===== src/rtl/elastic_pipe_pkg.sv =====
// elastic_pipe_pkg
//   Shared types and helpers for the elastic valid/ready pipeline.
//   - count_width(depth): bits needed to hold an occupancy of 0..depth.
//   - xfer_e: which handshakes complete on a given edge, used by the
//     occupancy counter.
package elastic_pipe_pkg;

  typedef enum logic [1:0] {
    NONE     = 2'd0,
    IN_ONLY  = 2'd1,
    OUT_ONLY = 2'd2,
    BOTH     = 2'd3
  } xfer_e;

  function automatic int count_width(input int depth);
    return $clog2(depth + 1);
  endfunction

endpackage


===== src/rtl/elastic_stage.sv =====
// elastic_stage
//   One register stage of the elastic pipeline: a valid flag, a data word
//   and the stage's ready term.
// Ports:
//   clk, rst    clock, asynchronous active-low reset
//   flush_i     synchronous clear of the valid flag (data is kept)
//   up_valid    valid from the upstream side (input port or previous stage)
//   up_data     data from the upstream side
//   down_rdy    ready of the downstream side (next stage or ready_i)
//   valid_r     registered valid of this stage
//   data_r      registered data of this stage
//   rdy_s       stage can take a new beat: empty, or its beat moves on
module elastic_stage
  import elastic_pipe_pkg::*;
#(
  parameter int              WIDTH       = 8,
  parameter logic [WIDTH-1:0] RESET_VALUE = '0
) (
  input  logic             clk,
  input  logic             rst,
  input  logic             flush_i,
  input  logic             up_valid,
  input  logic [WIDTH-1:0] up_data,
  input  logic             down_rdy,
  output logic             valid_r,
  output logic [WIDTH-1:0] data_r,
  output logic             rdy_s
);

  assign rdy_s = !valid_r || down_rdy;

  // Stage register: load from upstream when ready; data only moves with a valid beat.
  always_ff @(posedge clk or negedge rst) begin
    if (!rst) begin
      valid_r <= 1'b0;
      data_r  <= RESET_VALUE;
    end else if (flush_i) begin
      valid_r <= 1'b0;
    end else if (rdy_s) begin
      valid_r <= up_valid;
      if (up_valid) begin
        data_r <= up_data;
      end
    end
  end

endmodule


===== src/rtl/elastic_pipe.sv =====
// elastic_pipe
//   DEPTH-stage, WIDTH-bit valid/ready pipeline with bubble collapsing,
//   synchronous flush and a registered occupancy count.
// Ports:
//   clk      single clock, rising edge
//   rst      asynchronous active-low reset
//   flush_i  synchronous clear of every stage's valid flag
//   valid_i  upstream data valid
//   ready_o  pipeline can accept data_i this cycle
//   data_i   upstream data
//   valid_o  last stage holds valid data
//   ready_i  downstream accepts data_o this cycle
//   data_o   data of the last stage
//   count_o  number of valid stages
module elastic_pipe
  import elastic_pipe_pkg::*;
#(
  parameter int               WIDTH       = 8,
  parameter int               DEPTH       = 2,
  parameter logic [WIDTH-1:0] RESET_VALUE = '0,
  localparam int              CW          = count_width(DEPTH)
) (
  input  logic             clk,
  input  logic             rst,
  input  logic             flush_i,
  input  logic             valid_i,
  output logic             ready_o,
  input  logic [WIDTH-1:0] data_i,
  output logic             valid_o,
  input  logic             ready_i,
  output logic [WIDTH-1:0] data_o,
  output logic [CW-1:0]    count_o
);

  localparam logic [CW-1:0] CNT_ONE = CW'(1'b1);

  // Each stage owns its own ready wire; chaining them through separate
  // per-block signals keeps the ready_i -> ready_o path a plain chain.
  for (genvar k = 0; k < DEPTH; k++) begin : g_stage
    logic             up_valid_s;
    logic [WIDTH-1:0] up_data_s;
    logic             down_rdy_s;
    logic             valid_r;
    logic [WIDTH-1:0] data_r;
    logic             rdy_s;

    if (k == 0) begin : g_head
      assign up_valid_s = valid_i;
      assign up_data_s  = data_i;
    end else begin : g_link
      assign up_valid_s = g_stage[k-1].valid_r;
      assign up_data_s  = g_stage[k-1].data_r;
    end

    if (k == DEPTH - 1) begin : g_tail
      assign down_rdy_s = ready_i;
    end else begin : g_mid
      assign down_rdy_s = g_stage[k+1].rdy_s;
    end

    elastic_stage #(
      .WIDTH       (WIDTH),
      .RESET_VALUE (RESET_VALUE)
    ) u_stage (
      .clk      (clk),
      .rst      (rst),
      .flush_i  (flush_i),
      .up_valid (up_valid_s),
      .up_data  (up_data_s),
      .down_rdy (down_rdy_s),
      .valid_r  (valid_r),
      .data_r   (data_r),
      .rdy_s    (rdy_s)
    );
  end

  logic          in_xfer_s;
  logic          out_xfer_s;
  xfer_e         xfer_s;
  logic [CW-1:0] count_r;

  // Flush blocks input so nothing is accepted into a pipe being cleared.
  assign ready_o    = g_stage[0].rdy_s && !flush_i;
  assign valid_o    = g_stage[DEPTH-1].valid_r;
  assign data_o     = g_stage[DEPTH-1].data_r;
  assign in_xfer_s  = valid_i && ready_o;
  assign out_xfer_s = valid_o && ready_i;
  assign count_o    = count_r;

  // Classify this cycle's handshakes for the occupancy counter.
  always_comb begin
    xfer_s = NONE;
    case ({in_xfer_s, out_xfer_s})
      2'b10:   xfer_s = IN_ONLY;
      2'b01:   xfer_s = OUT_ONLY;
      2'b11:   xfer_s = BOTH;
      default: xfer_s = NONE;
    endcase
  end

  // Occupancy counter; tracks the number of valid stages.
  always_ff @(posedge clk or negedge rst) begin
    if (!rst) begin
      count_r <= {CW{1'b0}};
    end else if (flush_i) begin
      count_r <= {CW{1'b0}};
    end else begin
      case (xfer_s)
        IN_ONLY:  count_r <= count_r + CNT_ONE;
        OUT_ONLY: count_r <= count_r - CNT_ONE;
        default:  count_r <= count_r;
      endcase
    end
  end

endmodule

===== config.mk =====
export PLATFORM = sky130hd
export DESIGN_NAME = elastic_pipe
export DESIGN_NICKNAME = d
export VERILOG_FILES = /design/src/rtl/elastic_pipe_pkg.sv /design/src/rtl/elastic_stage.sv /design/src/rtl/elastic_pipe.sv
export SDC_FILE = /design/constraint.sdc
export NUM_CORES = 1
export LEC_CHECK = 0
export ABC_AREA = 1
export CAP_MARGIN = 25
export CORE_AREA = 2 2 47 49
export DETAILED_ROUTE_END_ITERATION = 6
export DIE_AREA = 0 0 49 51
export PLACE_DENSITY_LB_ADDON = 0.25
export SKIP_LAST_GASP = 1
export SLEW_MARGIN = 20
export SYNTH_ARGS = -nofsm -noshare
export SYNTH_HDL_FRONTEND = slang
export SYNTH_SLANG_ARGS = --single-unit

===== constraint.sdc =====
create_clock -name clk -period 1.44 [get_ports clk]
set_clock_uncertainty 0.2 [all_clocks]
set_input_delay 0.288 -clock clk [delete_from_list [all_inputs] [get_ports clk]]
set_output_delay 0.288 -clock clk [all_outputs]
set_load 0.005 [all_outputs]

==> metrics.csv <==
stage,metric,value,unit
worst_setup_path,cp-start-kind,flip-flop,
placement,dp_hpwl,1180,um
clock_network,clk_latency,0.30,ns
synth,ys_ff_latch,20,
worst_setup_path,ff2ff_setup_slack,0.02,ns
final_layout,area_growth,52.7,%
power,clockPowerShare,31.1,%
worst_setup_path,slowest_delay,0.42,ns
worst_setup_path,crit_chain,"buf_6, nand3_4, nand2_2, inv_1, buf_2",
clock_network,cts.htree.levels,1,
final_layout,finalNonFillerCells,158,
worst_setup_path,crit_buf_inv,3,
power,p_sw_share,24.5,%
synth,syn_nets,106,
clock_network,path_clk_slew,0.12,ns
floorplan,coreArea,2060,sq um
floorplan,die_w,49,um
synth,yosys_warnings,0,
worst_setup_path,path_class,flip-flop to output port,
clock_network,clock-root-buffer,clkbuf_4,
worst_setup_path,reg2reg_depth,9,
worst_setup_path,cp_max_fo,2,
hold_path,hold_class,input port to async pin,
detailed_routing,first_pass_iters,5,
timing,tns,-0.154,ns
worst_setup_path,path_delay_family,flip-flops,
grt,antenna_found_initial,0,
grt,grt_max_degree,21,
power,power,1460,uW
final_layout,seqCellArea,500,sq um
floorplan,rows,17,
timing,setup_ws,-0.154,ns
synth,synth_area,860,sq um
synth,synth_cells,93,
flow_run,drv_cap,0,
grt,grt-ovfl-total,0,
detailed_routing,drtAntennaViolNets,0,
final_layout,final_cell_mix,"20 x dfrtp_1, 18 x nand2_1, 14 x inv_1, 10 x clkdlybuf4s50_1, 9 x a21oi_1",
clock_network,holdBufCountCts,0,
floorplan,die_y,51,um
clock_network,clock_sinks,20,
final_layout,layout-drive-gt1-share,23.1,%
clock_network,clockBufferDepth,2,
final_layout,nets,144,
grt,grt_pass1_wl,2970,um
final_layout,num-fill-cells,173,
timing,layout_min_cycle_time,1.59,ns
clock_network,cts_buffers,3,
floorplan,boundaryPins,25,
timing,setup_viol,1,
grt,grt_pass1_vias,700,
worst_setup_path,cpMaxStageDelayCell,dfrtp_1,
timing,rsz0062_at_grt,true,
power,intPower,1110,uW
clock_network,cts_tree,built,
timing,tightestPinTransition,0.253,ns
detailed_routing,wire_per_inst,11.3,um
final_layout,diodes,0,
worst_setup_path,crit_required,0.95,ns
placement,dp.cells,151,
timing,hold_viol,0,
placement,place.gp.congestion,0.805,
worst_setup_path,r2r-end,count_o[1],
grt,grt_usage,15.6,%
synth,syn_area_per_cell,9.24,sq um
detailed_routing,num_vias,730,
final_layout,multi_input_area,322,sq um
power,comb_power_share,21.9,%
power,p_sw,358,uW
timing,slew_headroom,83.1,%
floorplan,die_area,2500,sq um
worst_setup_path,cp-end-kind,output port,
detailed_routing,wl,1790,um
power,p_seq_share,46.9,%
worst_setup_path,arrival,1.11,ns
power,ir_drop,0.748,mV
outcome,status,"finished, violations left",
worst_setup_path,reg2reg_from,g_stage[1].u_stage.valid_r,
final_layout,post-route-cell-area,1310,sq um
timing,fin_crit_sh,111,%
final_layout,final_common_cell,dfrtp_1,
outcome,violations,setup timing,
power,p_leak,0.000668,uW
placement,portBuffers,24,
power,power_density,1110,nW/um^2
timing,slew_violations,0,
detailed_routing,viasPerCell,4.62,
floorplan,initial_core_util,41.7,%
placement,post_dp_cell_area,1200,sq um
detailed_routing,drc,0,
detailed_routing,drt_iter0_drc,11,
timing,max_freq,0.627,GHz
synth,synth_cell_types,15,
synth,yosysSeqAreaShare,58.2,%
[stage by stage]
step / hold WS [ns] / utilization [%] / worst slack [ns]
final: 0.115 / 63.6 / -0.154
after global routing: 0.130 / 63.6 / -0.208
after CTS: 0.124 / 61.1 / -0.161
after detailed placement: 0.272 / 58.0 / -0.555
after global placement: 0.265 / 58.0 / -0.495
after floorplan: -0.208 / - / 0.226
[cell usage after synthesis]
cell type,n,area share (%)
xnor2_1,1,1.0
nand2_2,1,0.73
o21ai_0,8,4.7
nand3_2,2,2.3
a21oi_1,9,5.2
inv_1,15,6.5
nand3_1,2,1.2
nor2_2,2,1.5
a21oi_2,1,1.0
nand2_1,19,8.3
nand2_4,2,2.6
buf_6,2,2.6
nor2_1,8,3.5
o21ai_1,1,0.58
dfrtp_1,20,58
[repair_timing]
item                                    CTS  global route
buffers inserted                          2             1
endpoints found under the setup margin   16            23
pin swaps                                 0             3
resized for setup                        30            14
[per-layer routing]
metal,vias up,routed length [um],track usage (%)
li1,361,-,-
met4,0,35,8.57
met3,4,69,3.51
met2,17,945,26.3
met5,-,0,0
met1,348,737,18.6
[final cells by class]
type / instances / area share [%]
Multi-Input combinational cell: 56 / 24.5
Inverter: 15 / 4.29
Clock inverter: 1 / 2.29
Clock buffer: 3 / 1.72
Timing Repair Buffer: 35 / 26.4
Sequential cell: 20 / 38.1
Tap cell: 28 / 2.67
[sequential cells by signal (all words and copies together) (netlist names)]
name and cells:
count_o 2, g_stage.u_stage.data_r 16, g_stage.u_stage.valid_r 2
[cell families (layout without fill, tap and decap cells)]
family | Yosys count | count (layout) | share of synthesized area (%)
flops | 20 | 20 | 58.2
xor+xnor | 1 | 1 | 1.02
compound gates | 19 | 19 | 11.5
buf+inv | 17 | 54 | 9.17
simple gates | 36 | 36 | 20.1
[how the worst max path moves through the flow]
stage / end / cells past startpoint / from
3_5_place_dp: ready_o / 6 / ready_i
2_1_floorplan: g_stage[1].u_stage.data_r[6] / 5 / g_stage[1].u_stage.valid_r
5_1_grt: ready_o / 5 / g_stage[1].u_stage.valid_r
6_report: ready_o / 5 / g_stage[1].u_stage.valid_r
3_3_place_gp: ready_o / 6 / ready_i
4_1_cts: ready_o / 5 / g_stage[1].u_stage.valid_r
[power by group through the flow]
stage / registers (uW) / logic (uW) / clock network (uW)
floorplan: 701 / 116 / 0
global placement: 693 / 317 / 0
detailed placement: 698 / 325 / 0
CTS: 686 / 303 / 463
global route: 697 / 360 / 491
finish: 687 / 321 / 456
Note: power is estimated with default switching activity, not from simulation.
